===== src/rtl/seq_detector_if.sv =====
`default_nettype none
// ============================================================================
//  Module      : seq_detector_if
//  Description : Control/data/status bundle for the serial pattern detector.
//                Optional match_comb signal present when SEQDET_MEALY_EN is set.
//  Revision    : 1.0  initial release
// ============================================================================
interface seq_detector_if #(
   parameter int PAT_W = 4,
   parameter int CNT_W = 8
);
   logic             en;
   logic [PAT_W-1:0] cfg_pattern;
   logic             cfg_overlap;
   logic             in_valid;
   logic             in_bit;
   logic             clr_count;
   logic             match;
   logic [CNT_W-1:0] match_count;
   logic             busy;
`ifdef SEQDET_MEALY_EN
   logic             match_comb;
`endif

   modport master (
      output en, cfg_pattern, cfg_overlap, in_valid, in_bit, clr_count,
`ifdef SEQDET_MEALY_EN
      input  match_comb,
`endif
      input  match, match_count, busy
   );

   modport slave (
      input  en, cfg_pattern, cfg_overlap, in_valid, in_bit, clr_count,
`ifdef SEQDET_MEALY_EN
      output match_comb,
`endif
      output match, match_count, busy
   );
endinterface
`default_nettype wire


===== src/rtl/seq_detector.sv =====
`default_nettype none
// ============================================================================
//  Module      : seq_detector
//  Description : Programmable PAT_W-bit serial pattern detector with overlap
//                control, registered match pulse and saturating match counter.
//                Define SEQDET_MEALY_EN to expose the same-cycle match_comb.
//  Revision    : 1.0  initial release
// ============================================================================
module seq_detector #(
   parameter int PAT_W = 4,
   parameter int CNT_W = 8
) (
   input  wire logic      clock,
   input  wire logic      reset,
   seq_detector_if.slave  bus
);
   localparam int FC_W = $clog2(PAT_W);
   localparam logic [FC_W-1:0] c_FILL_LAST = FC_W'(PAT_W - 2);

   typedef enum logic [1:0] {
      S_IDLE = 2'd0,
      S_FILL = 2'd1,
      S_RUN  = 2'd2
   } state_t;

   state_t           r_state;
   logic [PAT_W-2:0] r_hist;
   logic [FC_W-1:0]  r_fill_cnt;
   logic [PAT_W-1:0] r_pat;
   logic             r_ovl;
   logic             r_match;
   logic [CNT_W-1:0] r_count;
   logic             r_busy;

   logic [PAT_W-2:0] w_hist_next;
   logic             w_hit;

   // A 2-bit pattern keeps only one history bit, so there is nothing to shift up
   generate
      if (PAT_W == 2) begin : g_shift_min
         assign w_hist_next = bus.in_bit;
      end else begin : g_shift_wide
         assign w_hist_next = {r_hist[PAT_W-3:0], bus.in_bit};
      end
   endgenerate

   assign w_hit = bus.en & bus.in_valid & (r_state == S_RUN) &
                  ({r_hist, bus.in_bit} == r_pat);

   always_ff @(posedge clock or posedge reset) begin
      if (reset) begin
         r_state    <= S_IDLE;
         r_hist     <= '0;
         r_fill_cnt <= '0;
         r_pat      <= '0;
         r_ovl      <= 1'b0;
         r_match    <= 1'b0;
         r_count    <= '0;
         r_busy     <= 1'b0;
      end else begin
         r_match <= w_hit;

         // Clear wins over a coincident hit; the pulse itself is unaffected
         if (bus.clr_count) begin
            r_count <= '0;
         end else if (w_hit && (r_count != '1)) begin
            r_count <= r_count + 1'b1;
         end

         case (r_state)
            S_IDLE: begin
               if (bus.en) begin
                  r_pat      <= bus.cfg_pattern;
                  r_ovl      <= bus.cfg_overlap;
                  r_hist     <= '0;
                  r_fill_cnt <= '0;
                  r_state    <= S_FILL;
                  r_busy     <= 1'b1;
               end
            end
            S_FILL, S_RUN: begin
               if (!bus.en) begin
                  r_state    <= S_IDLE;
                  r_hist     <= '0;
                  r_fill_cnt <= '0;
                  r_busy     <= 1'b0;
               end else if (bus.in_valid) begin
                  if (w_hit && !r_ovl) begin
                     r_state    <= S_FILL;
                     r_hist     <= '0;
                     r_fill_cnt <= '0;
                  end else begin
                     r_hist <= w_hist_next;
                     if (r_state == S_FILL) begin
                        if (r_fill_cnt == c_FILL_LAST) begin
                           r_state <= S_RUN;
                        end else begin
                           r_fill_cnt <= r_fill_cnt + 1'b1;
                        end
                     end
                  end
               end
            end
            default: begin
               r_state <= S_IDLE;
               r_busy  <= 1'b0;
            end
         endcase
      end
   end

   assign bus.match       = r_match;
   assign bus.match_count = r_count;
   assign bus.busy        = r_busy;
`ifdef SEQDET_MEALY_EN
   assign bus.match_comb  = w_hit;
`endif

endmodule
`default_nettype wire

===== src/flat_wrapper.sv =====
// flat-port wrapper written by rule: the top's interface ports become plain ports
module seq_detector_flat 
#(
   parameter int PAT_W = 4,
   parameter int CNT_W = 8
)
  (clock, reset, bus_en, bus_cfg_pattern, bus_cfg_overlap, bus_in_valid, bus_in_bit, bus_clr_count, bus_match, bus_match_count, bus_busy);
  seq_detector_if #(.PAT_W(PAT_W), .CNT_W(CNT_W)) bus_i ();
  input  wire logic clock;
  input  wire logic reset;
  input wire logic [$bits(bus_i.en)-1:0] bus_en;
  input wire logic [$bits(bus_i.cfg_pattern)-1:0] bus_cfg_pattern;
  input wire logic [$bits(bus_i.cfg_overlap)-1:0] bus_cfg_overlap;
  input wire logic [$bits(bus_i.in_valid)-1:0] bus_in_valid;
  input wire logic [$bits(bus_i.in_bit)-1:0] bus_in_bit;
  input wire logic [$bits(bus_i.clr_count)-1:0] bus_clr_count;
  output wire logic [$bits(bus_i.match)-1:0] bus_match;
  output wire logic [$bits(bus_i.match_count)-1:0] bus_match_count;
  output wire logic [$bits(bus_i.busy)-1:0] bus_busy;
  assign bus_i.en = bus_en;
  assign bus_i.cfg_pattern = bus_cfg_pattern;
  assign bus_i.cfg_overlap = bus_cfg_overlap;
  assign bus_i.in_valid = bus_in_valid;
  assign bus_i.in_bit = bus_in_bit;
  assign bus_i.clr_count = bus_clr_count;
  assign bus_match = bus_i.match;
  assign bus_match_count = bus_i.match_count;
  assign bus_busy = bus_i.busy;
  seq_detector #(.PAT_W(PAT_W), .CNT_W(CNT_W)) u_core (.clock(clock), .reset(reset), .bus(bus_i));
endmodule

===== config.mk =====
export PLATFORM = sky130hd
export DESIGN_NAME = seq_detector_flat
export DESIGN_NICKNAME = d
export VERILOG_FILES = /design/src/rtl/seq_detector_if.sv /design/src/rtl/seq_detector.sv /design/src/flat_wrapper.sv
export SDC_FILE = /design/constraint.sdc
export NUM_CORES = 1
export LEC_CHECK = 0
export CORE_MARGIN = 1
export CORE_UTILIZATION = 47
export DETAILED_ROUTE_END_ITERATION = 8
export PLACE_DENSITY = 0.74
export RECOVER_POWER = 50
export SYNTH_ARGS = -nofsm -noshare
export SYNTH_HDL_FRONTEND = slang
export SYNTH_SLANG_ARGS = --single-unit

===== constraint.sdc =====
create_clock -name clock -period 1.7 [get_ports clock]
set_input_delay 0.255 -clock clock [delete_from_list [all_inputs] [get_ports clock]]
set_output_delay 0.255 -clock clock [all_outputs]
set_load 0.01 [all_outputs]

==> metrics <==
status=finished clean; Period minus WS final=1700 ps; Critical Path Fanout Max=5; post-route design area=1910 um2; final cell count without fillers=208; first-pass GRT wire length=4960 um; H-tree depth=1; Routed WL=3190 um; area share of fa/ha/maj cells after synthesis=0.0571; met1 Usage GRT=0.339; Cell variety after synth=39; number of synthesized register bits=22; Post-synth EDFFs=0; Die Area=3010 um2; multiplexer share of the synthesized area=0.0857; Total GRT Usage=0.234; cell count after synthesis=129; critical path's slowest cell=dfrtp_1; starting density of the core=0.512; CTS tree=yes; Die Y=54.9 um; syn nets=146; worst skew pair latency=310 ps; CP Class=register to register; Core Util, Final=0.742; CTS clk-pin slew, worst paths=120 ps; most crowded layer after global routing=met2; Post-Synthesis Cell Area=1310 um2; Syn. warnings=0; Antenna diodes=0; total CTS buffers=3; largest net degree at the start of global routing=17; I/O pin count=21; Synth Area in Compound Gates=0.153; gr ovfl total=0; HP Class=input port to asynchronous set/reset pin; maximum clock path buffer count=2; crit path cell chain=xnor2_1 -> nand3_2 -> buf_4 -> nor4_4 -> mux2_4; synth top area cells=dfrtp_1, mux2_2, ha_1; largest family of logic cells by synthesized area=simple AND/OR/NAND/NOR gates; Most used DFF post-synth=dfrtp_1; Post-Synth XOR/XNOR Area=0.0267; Peak Freq=588 MHz; gpl congestion=0.854; share of the synthesized area in the top cell type=0.419; met2 usage=0.349; Die X-Extent=54.9 um; Worst Slack Setup Final=0.405 ps; final net count=196; LEAKAGE=0.819 nW; CP Capture Type=register; crit path DAT=1910 ps; Power Dens Cells=1000 nW/um2; # DRC=0; Critical Path RT=1910 ps; core area=2570 um2; clock root buffer=clkbuf_4; Yosys top cell by area=dfrtp_1; Max-Cap Viols=0; peak supply drop=0.860 mV; DR vias/cell=5.60; WHS=277 ps; setup tns final=0 ps; area delta synth->final=45.0%; port bufs=20; pre-CTS setup slack=-267 ps; post-synthesis simple-gate area fraction=0.215; skew final=2.37 ps; CP Launch Type=register; final antenna-violating net count=0; average wire per cell in the routed design=15.3 um; worst slew pin tran=922 ps; vias in the first global route=1102; Cells after DPL=201; setup repair after global routing missed its margin=true; DP Area=1760 um2; drt pass-1 iters=4; Clock Sink Count=22; sequential share of the synthesized area=0.419; Worst slew margin=0.385; GRT met3 Usage=0.0444; antenna violations before repair=0; dpl hpwl=2320 um; Slowest Stage Delay on Critical Path=400 ps; Std-Cell Rows=18; final hold vios=0; Fill cells=187; via count=1165; total power=1.91 mW; final worst-path cycle share=1.00; 1st-iter DRT viols=21; Final Max Tran Viols=0; share of async-settable or async-resettable flops after synthesis=1.00; Final setup viols=0; share of layout cells above drive strength 1=0.371; syn avg cell area=10.2 um2
[metal layers]
layer / vias to the layer above / wire (um)
met4: 0 / 36
met3: 5 / 72
li1: 576 / -
met5: - / 0
met2: 19 / 1530
met1: 565 / 1550
[synth_stat cells, types with 3 or more instances]
| cell type | count |
|---|---|
| a21oi_1 | 4 |
| a22o_1 | 3 |
| a31oi_1 | 3 |
| and2_1 | 4 |
| and3_1 | 3 |
| dfrtp_1 | 22 |
| ha_1 | 6 |
| inv_1 | 7 |
| mux2_2 | 10 |
| nand2_1 | 5 |
| nand3_1 | 5 |
| nand4_1 | 5 |
| nor2_1 | 9 |
| nor2b_1 | 6 |
| nor4_1 | 3 |
| o31ai_1 | 4 |
| xnor2_1 | 4 |
[sequential cells by signal (all words and copies together) (netlist names)]
signal and flops:
u_core.r_hist 3, u_core.bus.match 1, u_core.r_state 2, u_core.r_ovl 1
u_core.r_pat 4, u_core.bus.match_count 8, u_core.r_fill_cnt 2, u_core.bus.busy 1
[worst paths after layout]
| check | startpoint | endpoint | slack, ps | depth (start not counted) |
|---|---|---|---|---|
| worst max-delay path | u_core.r_pat[0]$_DFFE_PP0P_ | u_core.bus.match_count[4]$_DFFE_PP0P_ | 0.4 | 5 |
| worst min-delay path | reset | u_core.r_pat[0]$_DFFE_PP0P_ | 280 | 2 |
| worst max register to register | u_core.r_pat[0]$_DFFE_PP0P_ | u_core.bus.match_count[4]$_DFFE_PP0P_ | 0.4 | 5 |
| worst min register to register | u_core.r_pat[0]$_DFFE_PP0P_ | u_core.r_pat[0]$_DFFE_PP0P_ | 540 | 1 |
| max in group asynchronous | reset | u_core.bus.match_count[0]$_DFFE_PP0P_ | 260 | 3 |
| min in group clock | u_core.r_pat[0]$_DFFE_PP0P_ | u_core.r_pat[0]$_DFFE_PP0P_ | 540 | 1 |
[repair_timing]
item | CTS | global route
setup buffers | 1 | 2
setup endpoints to repair | 8 | 11
pin swaps | 6 | 7
gates resized for setup | 9 | 15
hold buffers | 0 | 0
[kinds of logic (layout without fill, tap and decap cells)]
kind of cell / count (synthesis) / in the layout
buf+inv: 11 / 60
simple gates: 50 / 50
mux: 10 / 10
xor+xnor: 4 / 4
flops: 22 / 22
compound gates: 26 / 26
fa+ha+maj: 6 / 6
[layout by cell type, fill, tap and decap left out, drive strengths merged, types with 2 or more instances in the layout]
cell / count
nand2: 5
nand2b: 2
and2: 5
nor4: 3
and4: 2
nand3: 5
a211oi: 2
a22oi: 2
a22o: 4
a21oi: 4
nor2: 9
buf: 28
nor2b: 6
inv: 7
dfrtp: 22
clkbuf: 5
o31ai: 4
mux2: 10
nand4: 5
clkdlybuf4s50: 19
xnor2: 4
ha: 6
and3: 5
a31oi: 3
[power breakdown]
part	leakage (nW)	internal, mW	switching (mW)	total, mW
clock	0.0210	0.131	0.162	0.292
combinational	0.510	0.502	0.405	0.907
sequential	0.289	0.619	0.0916	0.711
[area by class of cell]
cell class | count | area [um2] | area share
flip-flops and latches | 22 | 552 | 0.290
multi-input cells | 96 | 828 | 0.435
clock buffers | 4 | 36.3 | 0.0190
well taps | 30 | 37.5 | 0.0197
repair buffers | 49 | 425 | 0.223
inverters | 7 | 26.3 | 0.0138
[critical path, delay by kind of cell (launching register included)]
kind / cells / cell delay [ps]
buf+inv: 1 / 180
flops: 1 / 400
mux: 1 / 320
simple gates: 2 / 460
xor+xnor: 1 / 230
Note: power is estimated with default switching activity, not from simulation.
